--- config.mk ---
export PLATFORM = sky130hd
export DESIGN_NAME = accum_share_ctrl
export DESIGN_NICKNAME = d
export VERILOG_FILES = /design/src/rtl/accum_share_ctrl.sv
export SDC_FILE = /design/constraint.sdc
export NUM_CORES = 1
export LEC_CHECK = 0
export ABC_AREA = 0
export CELL_PAD_IN_SITES_DETAIL_PLACEMENT = 0
export CELL_PAD_IN_SITES_GLOBAL_PLACEMENT = 2
export CORE_UTILIZATION = 15
export DETAILED_ROUTE_END_ITERATION = 8
export GPL_ROUTABILITY_DRIVEN = 0
export PLACE_DENSITY = 0.92
export SYNTH_ARGS = -nofsm -noshare
export SYNTH_HDL_FRONTEND = slang
export SYNTH_SLANG_ARGS = --single-unit
--- constraint.sdc ---
create_clock -name clk -period 2.1 [get_ports clk]
set_input_delay 0.42 -clock clk [delete_from_list [all_inputs] [get_ports clk]]
set_output_delay 0.42 -clock clk [all_outputs]
set_load 0.02 [all_outputs]
--- src/rtl/accum_share_ctrl.sv ---
// Round-robin controller that time-shares one accumulator among N_REQ burst requesters:
// clear, stream the granted requester's samples, then hand back the tagged sum.
module accum_share_ctrl #(
  parameter int unsigned N_REQ     = 4,
  parameter int unsigned IN_WIDTH  = 16,
  parameter int unsigned OUT_WIDTH = 32,
  parameter int unsigned LEN_WIDTH = 8
) (
  input  logic                       clk,
  input  logic                       rst,
  input  logic [N_REQ-1:0]           req_valid_i,
  input  logic [N_REQ*LEN_WIDTH-1:0] req_len_i,
  output logic [N_REQ-1:0]           grant_o,
  input  logic [N_REQ-1:0]           s_valid_i,
  input  logic [N_REQ*IN_WIDTH-1:0]  s_data_i,
  output logic [N_REQ-1:0]           s_ready_o,
  output logic                       acc_rst_o,
  output logic                       acc_en_o,
  output logic [IN_WIDTH-1:0]        acc_data_in_o,
  input  logic [OUT_WIDTH-1:0]       acc_data_out_i,
  output logic                       res_valid_o,
  input  logic                       res_ready_i,
  output logic [OUT_WIDTH-1:0]       res_data_o,
  output logic [$clog2(N_REQ)-1:0]   res_id_o
);

  localparam int unsigned IdW = $clog2(N_REQ);

  typedef enum logic [1:0] {StIdle, StClear, StStream, StResult} state_e;

  state_e               state_q, state_d;
  logic [IdW-1:0]       ptr_q, ptr_d;
  logic [IdW-1:0]       gnt_q, gnt_d;
  logic [LEN_WIDTH-1:0] cnt_q, cnt_d;

  logic                 pick_found;
  logic [IdW-1:0]       pick_idx;
  logic                 beat;

  // First requester at or after the pointer, wrapping around.
  always_comb begin : rr_pick
    int unsigned cand;
    pick_found = 1'b0;
    pick_idx   = ptr_q;
    cand       = 0;
    for (int unsigned k = 0; k < N_REQ; k++) begin
      cand = (int'(ptr_q) + k) % N_REQ;
      if (!pick_found && req_valid_i[cand]) begin
        pick_found = 1'b1;
        pick_idx   = IdW'(cand);
      end
    end
  end

  assign beat = (state_q == StStream) && s_valid_i[gnt_q];

  always_comb begin : next_state
    state_d = state_q;
    ptr_d   = ptr_q;
    gnt_d   = gnt_q;
    cnt_d   = cnt_q;
    unique case (state_q)
      StIdle: begin
        if (pick_found) begin
          gnt_d   = pick_idx;
          cnt_d   = req_len_i[int'(pick_idx)*LEN_WIDTH +: LEN_WIDTH];
          state_d = StClear;
        end
      end
      StClear: begin
        state_d = (cnt_q != '0) ? StStream : StResult;
      end
      StStream: begin
        if (beat) begin
          cnt_d = cnt_q - LEN_WIDTH'(1);
          if (cnt_q == LEN_WIDTH'(1)) begin
            state_d = StResult;
          end
        end
      end
      StResult: begin
        if (res_ready_i) begin
          ptr_d   = (gnt_q == IdW'(N_REQ - 1)) ? '0 : gnt_q + IdW'(1);
          state_d = StIdle;
        end
      end
      default: state_d = StIdle;
    endcase
  end

  always_ff @(posedge clk) begin
    if (rst) begin
      state_q <= StIdle;
      ptr_q   <= '0;
      gnt_q   <= '0;
      cnt_q   <= '0;
    end else begin
      state_q <= state_d;
      ptr_q   <= ptr_d;
      gnt_q   <= gnt_d;
      cnt_q   <= cnt_d;
    end
  end

  always_comb begin : outputs
    grant_o       = '0;
    s_ready_o     = '0;
    acc_en_o      = beat;
    acc_data_in_o = '0;
    res_valid_o   = (state_q == StResult);
    res_data_o    = '0;
    res_id_o      = '0;
    if (state_q != StIdle) begin
      grant_o[gnt_q] = 1'b1;
    end
    if (state_q == StStream) begin
      s_ready_o[gnt_q] = 1'b1;
    end
    if (beat) begin
      acc_data_in_o = s_data_i[int'(gnt_q)*IN_WIDTH +: IN_WIDTH];
    end
    if (res_valid_o) begin
      res_data_o = acc_data_out_i;
      res_id_o   = gnt_q;
    end
  end

  // Reset always clears the accumulator, independent of FSM state.
  assign acc_rst_o = rst | (state_q == StClear);

endmodule

==> run summary <==
The most frequent cell on the critical path is sky130_fd_sc_hd__buf_6. The most critical setup path has its startpoint at gnt_q[0]. In this run the mean area of a mapped cell was 8.192 sq um. The flip-flop and latch count after synthesis is 14. The largest net degree at the start of global routing is 39.

TritonCTS built the clock tree. The flow ran to the end, but the final reports show violations. Max-cap violations in this run came to 0.

sky130_fd_sc_hd__and2_1 is the most common cell in the netlist. For this design the static power due to leakage is around 2.2 nW. The critical path in this run is classified as flop to primary output. For met2 alone, demand over resource in global routing was 0.2718. For this block, the routed nets add up to 11340 um of wire. The fraction of final layout cells sized beyond drive strength 1 came out at 0.2913. The number of CTS-inserted buffers is 3. The transition time at the pin with the least slew margin is about 0.5 ns. The global-route congestion overflow total came out at 0. When the netlist entered floorplanning its net count stood at between 400 and 500. The number of unique standard cell types used by synthesis is 51.

The die outline area came out at ~15000 sq um. The routed wire length per instance came out at between 15 and 20 um. For this run, the top clock speed supported by timing is between 0.4 and 0.5 GHz.

The total global routing track utilization is 0.1506. The number of placed instances with taps included is ~660. For this run, design rule violations remaining after detail routing come to 0. The detailed-placement wirelength estimate is about 8700 um. The aggregate negative setup slack is -0.8136 ns. The clock net in this run drives a total of 14 sinks. The final hold slack is 0.5340 ns. Dividing the final minimum period by the clock period gives 1.037. Among all flip-flop cells after synthesis, the most frequent one is sky130_fd_sc_hd__dfxtp_1.

Once layout is done, the placed cells without fillers occupy slightly above 5000 sq um. The top cell type's share of synthesized area came out at 0.1764. The min-delay analysis places its worst path in the category flop to flop. In this run the tightest slew margin relative to its limit is 0.6731.

The count of buffer and inverter cells on the critical path is 3. The placement row count came out at 43. The cell area power density came out at 628.7 nW/um^2. The number of buffers inserted by port buffering came out at 199. The number of H-tree levels is 1. The global-route track usage on met3 is 0.01394. The first detailed-routing pass ran for 4 iterations. For this run, the register share of the synthesized area comes to 0.1291.

The slowest stage of the critical path belongs to the cell sky130_fd_sc_hd__mux4_2. At the placement stage, the worst setup path has a slack of -0.5793 ns. The kind of end point of the critical path is a primary output. The chip width is around 120 um. The launch instance of the worst min-delay path is state_q[0].

The final reports fail on setup timing. The number of standard cells after synthesis came out at 265. The worst clock skew on the final layout is about 0.0011 ns. The first global-routing pass estimated ~18000 um of wire.

On the critical path the largest part of the delay comes from multiplexers. The number of flops mapped to enable cells by yosys is 0. Using the TritonRoute via totals, the vias-per-cell ratio works out to 4.472. STA classifies the critical path startpoint as a flop. The largest total area in the synthesized netlist belongs to sky130_fd_sc_hd__mux4_2. In the synthesized netlist, the cells that appear most often are 38 x sky130_fd_sc_hd__and2_1, 29 x sky130_fd_sc_hd__and3_1, 17 x sky130_fd_sc_hd__clkbuf_1, 17 x sky130_fd_sc_hd__mux4_2, 14 x sky130_fd_sc_hd__dfxtp_1. The Yosys step of the flow raised 0 warnings. The initial antenna violation count was 0. In this run the worst path has a maximum fanout of 7. The number of failing setup endpoints in the final timing report is 17. The area added between synthesis and finish came out at 136.4%. The time the worst path needs with I/O delays and setup came out at between 2 and 2.5 ns. The number of buffers on the longest clock path is 2. The number of antenna diodes in the final layout is 0. Setup repair after global routing could not meet its margin everywhere.

The clock-pin slew reported for the worst setup and hold paths after clock tree synthesis is 0.05 ns. The largest vdd supply drop is between 0.2 and 0.25 mV. The setup slack on the worst flop-to-flop path came out at roughly 0.050 ns. Summing internal, switching and leakage power gives between 3 and 4 mW. The data arrival time of the critical path is approximately 1.8 ns.

The initial cell density of the core is 0.1552. The area of the core is approximately 14000 sq um. Traced cell by cell, the critical path runs through buf_6 > mux4_2 > buf_6 > and3_4 > buf_6. The iteration-0 DRC count of the detailed router is 97. The detail route stage leaves a number of antenna-violating nets equal to 0. The floorplan step set the die height to roughly 120 um. The count of boundary I/O pins came out at 200.

At the end of the flow the core is filled with cells to 0.3669. In the post-synthesis netlist, the biggest area contributors are sky130_fd_sc_hd__mux4_2 18%, sky130_fd_sc_hd__dfxtp_1 13%, sky130_fd_sc_hd__and2_1 11%, sky130_fd_sc_hd__and3_1 8.4%, sky130_fd_sc_hd__ha_1 6.3%. In this run the most used layer during global routing was met2.

The later pin in the worst-skew pair is clocked with a latency of roughly 0.25 ns. Buffers inserted to repair hold after CTS numbered 0. The maximum cell stage delay along the critical path came out at approximately 0.52 ns. The worst register-to-register path begins at gnt_q[0]. The number of nets in the layout is roughly 660.

The required time of the critical path is about 1.7 ns. The met1 track demand over resource is 0.1868. The number of global-route vias before repair came out at 3249. The proportion of synthesized flip-flops having asynchronous set or reset came out at 0.

Clock tree synthesis selected as its root buffer the cell sky130_fd_sc_hd__clkbuf_16. The detailed-route via count came out at ~3100. The number of hold-slack violations in the final timing report is 0. The non-filler instance count after layout is 688.

The mapped cell area came out at 2171 sq um. The max-slew violation total from the final report came to 0. After layout, the worst setup slack is -0.07851 ns. The post-detailed-placement cell area is 4632 sq um.
cells in the final DEF, fill, tap and decap left out, types with 3 or more instances in the layout:
master                              n
sky130_fd_sc_hd__o21ai_0            4
sky130_fd_sc_hd__dfxtp_1           12
sky130_fd_sc_hd__nor2_1             8
sky130_fd_sc_hd__nand2_1            9
sky130_fd_sc_hd__mux2i_1            7
sky130_fd_sc_hd__buf_12             6
sky130_fd_sc_hd__and3_1            13
sky130_fd_sc_hd__buf_6             32
sky130_fd_sc_hd__and3_4            16
sky130_fd_sc_hd__nor2b_1            8
sky130_fd_sc_hd__a21oi_1           11
sky130_fd_sc_hd__and2_1            38
sky130_fd_sc_hd__ha_1              11
sky130_fd_sc_hd__a211oi_1           4
sky130_fd_sc_hd__inv_1             13
sky130_fd_sc_hd__buf_2              9
sky130_fd_sc_hd__a21boi_0           5
sky130_fd_sc_hd__dlygate4sd2_1     42
sky130_fd_sc_hd__xnor2_1            3
sky130_fd_sc_hd__mux4_2            20
sky130_fd_sc_hd__nor3_1             4
sky130_fd_sc_hd__o21ai_2            4
sky130_fd_sc_hd__o211ai_1           8
sky130_fd_sc_hd__nand3_1            5
sky130_fd_sc_hd__clkbuf_16          3
sky130_fd_sc_hd__clkdlybuf4s50_1  130
sky130_fd_sc_hd__buf_4             34
metal layers:
metal | wire (um) | part of all wire
met4 | 249 | 0.022
met5 | 0 | 0
met1 | 4796 | 0.42
met3 | 407 | 0.036
met2 | 5889 | 0.52
cell type report:
| cell class | count | area [sq um] |
|---|---|---|
| clock buffer | 4 | 88.84 |
| fill | 1452 | 8856 |
| inverter | 14 | 56.30 |
| multi-input combinational | 220 | 1996 |
| sequential | 14 | 285.3 |
| tap | 180 | 225.2 |
| timing repair buffer | 256 | 2481 |
repair_timing:
action,4_1_cts,5_1_grt
pin swaps,13,6
buffers inserted,16,5
resized for setup,190,55
endpoints found under the setup margin,71,32
cloned,4,0
state kept, by name, summed over array words and instances (netlist names):
name	flops
cnt_q	8
gnt_q	2
ptr_q	2
state_q	2
tightest hold or removal path: cells and delay by family (launching register included):
kind            cells  cell delay [ns]
flops               1             0.33
compound gates      2             0.15
final timing paths:
path	endpoint	cells past startpoint
min reg2reg	state_q[0]	2
max reg2reg	cnt_q[3]	7
min	state_q[0]	2
max	acc_data_in_o[6]	5
report_power, final:
part / internal [mW] / switching [mW] / total (mW) / leakage (nW)
clock network: 0.289 / 0.120 / 0.409 / 0.0442
logic: 1.24 / 1.09 / 2.33 / 2.04
registers: 0.364 / 0.122 / 0.486 / 0.117
total: 1.89 / 1.34 / 3.23 / 2.20
logic make-up after synthesis:
logic type               share of synthesized area
AO/OA/AOI/OAI                               0.1937
XOR/XNOR                                   0.01211
adder cells (fa/ha/maj)                    0.06340
buffers and inverters                      0.06282
flip-flops                                  0.1291
multiplexers                                0.2202
AND/OR/NAND/NOR                             0.3187
(Power assumes the default switching activity.)
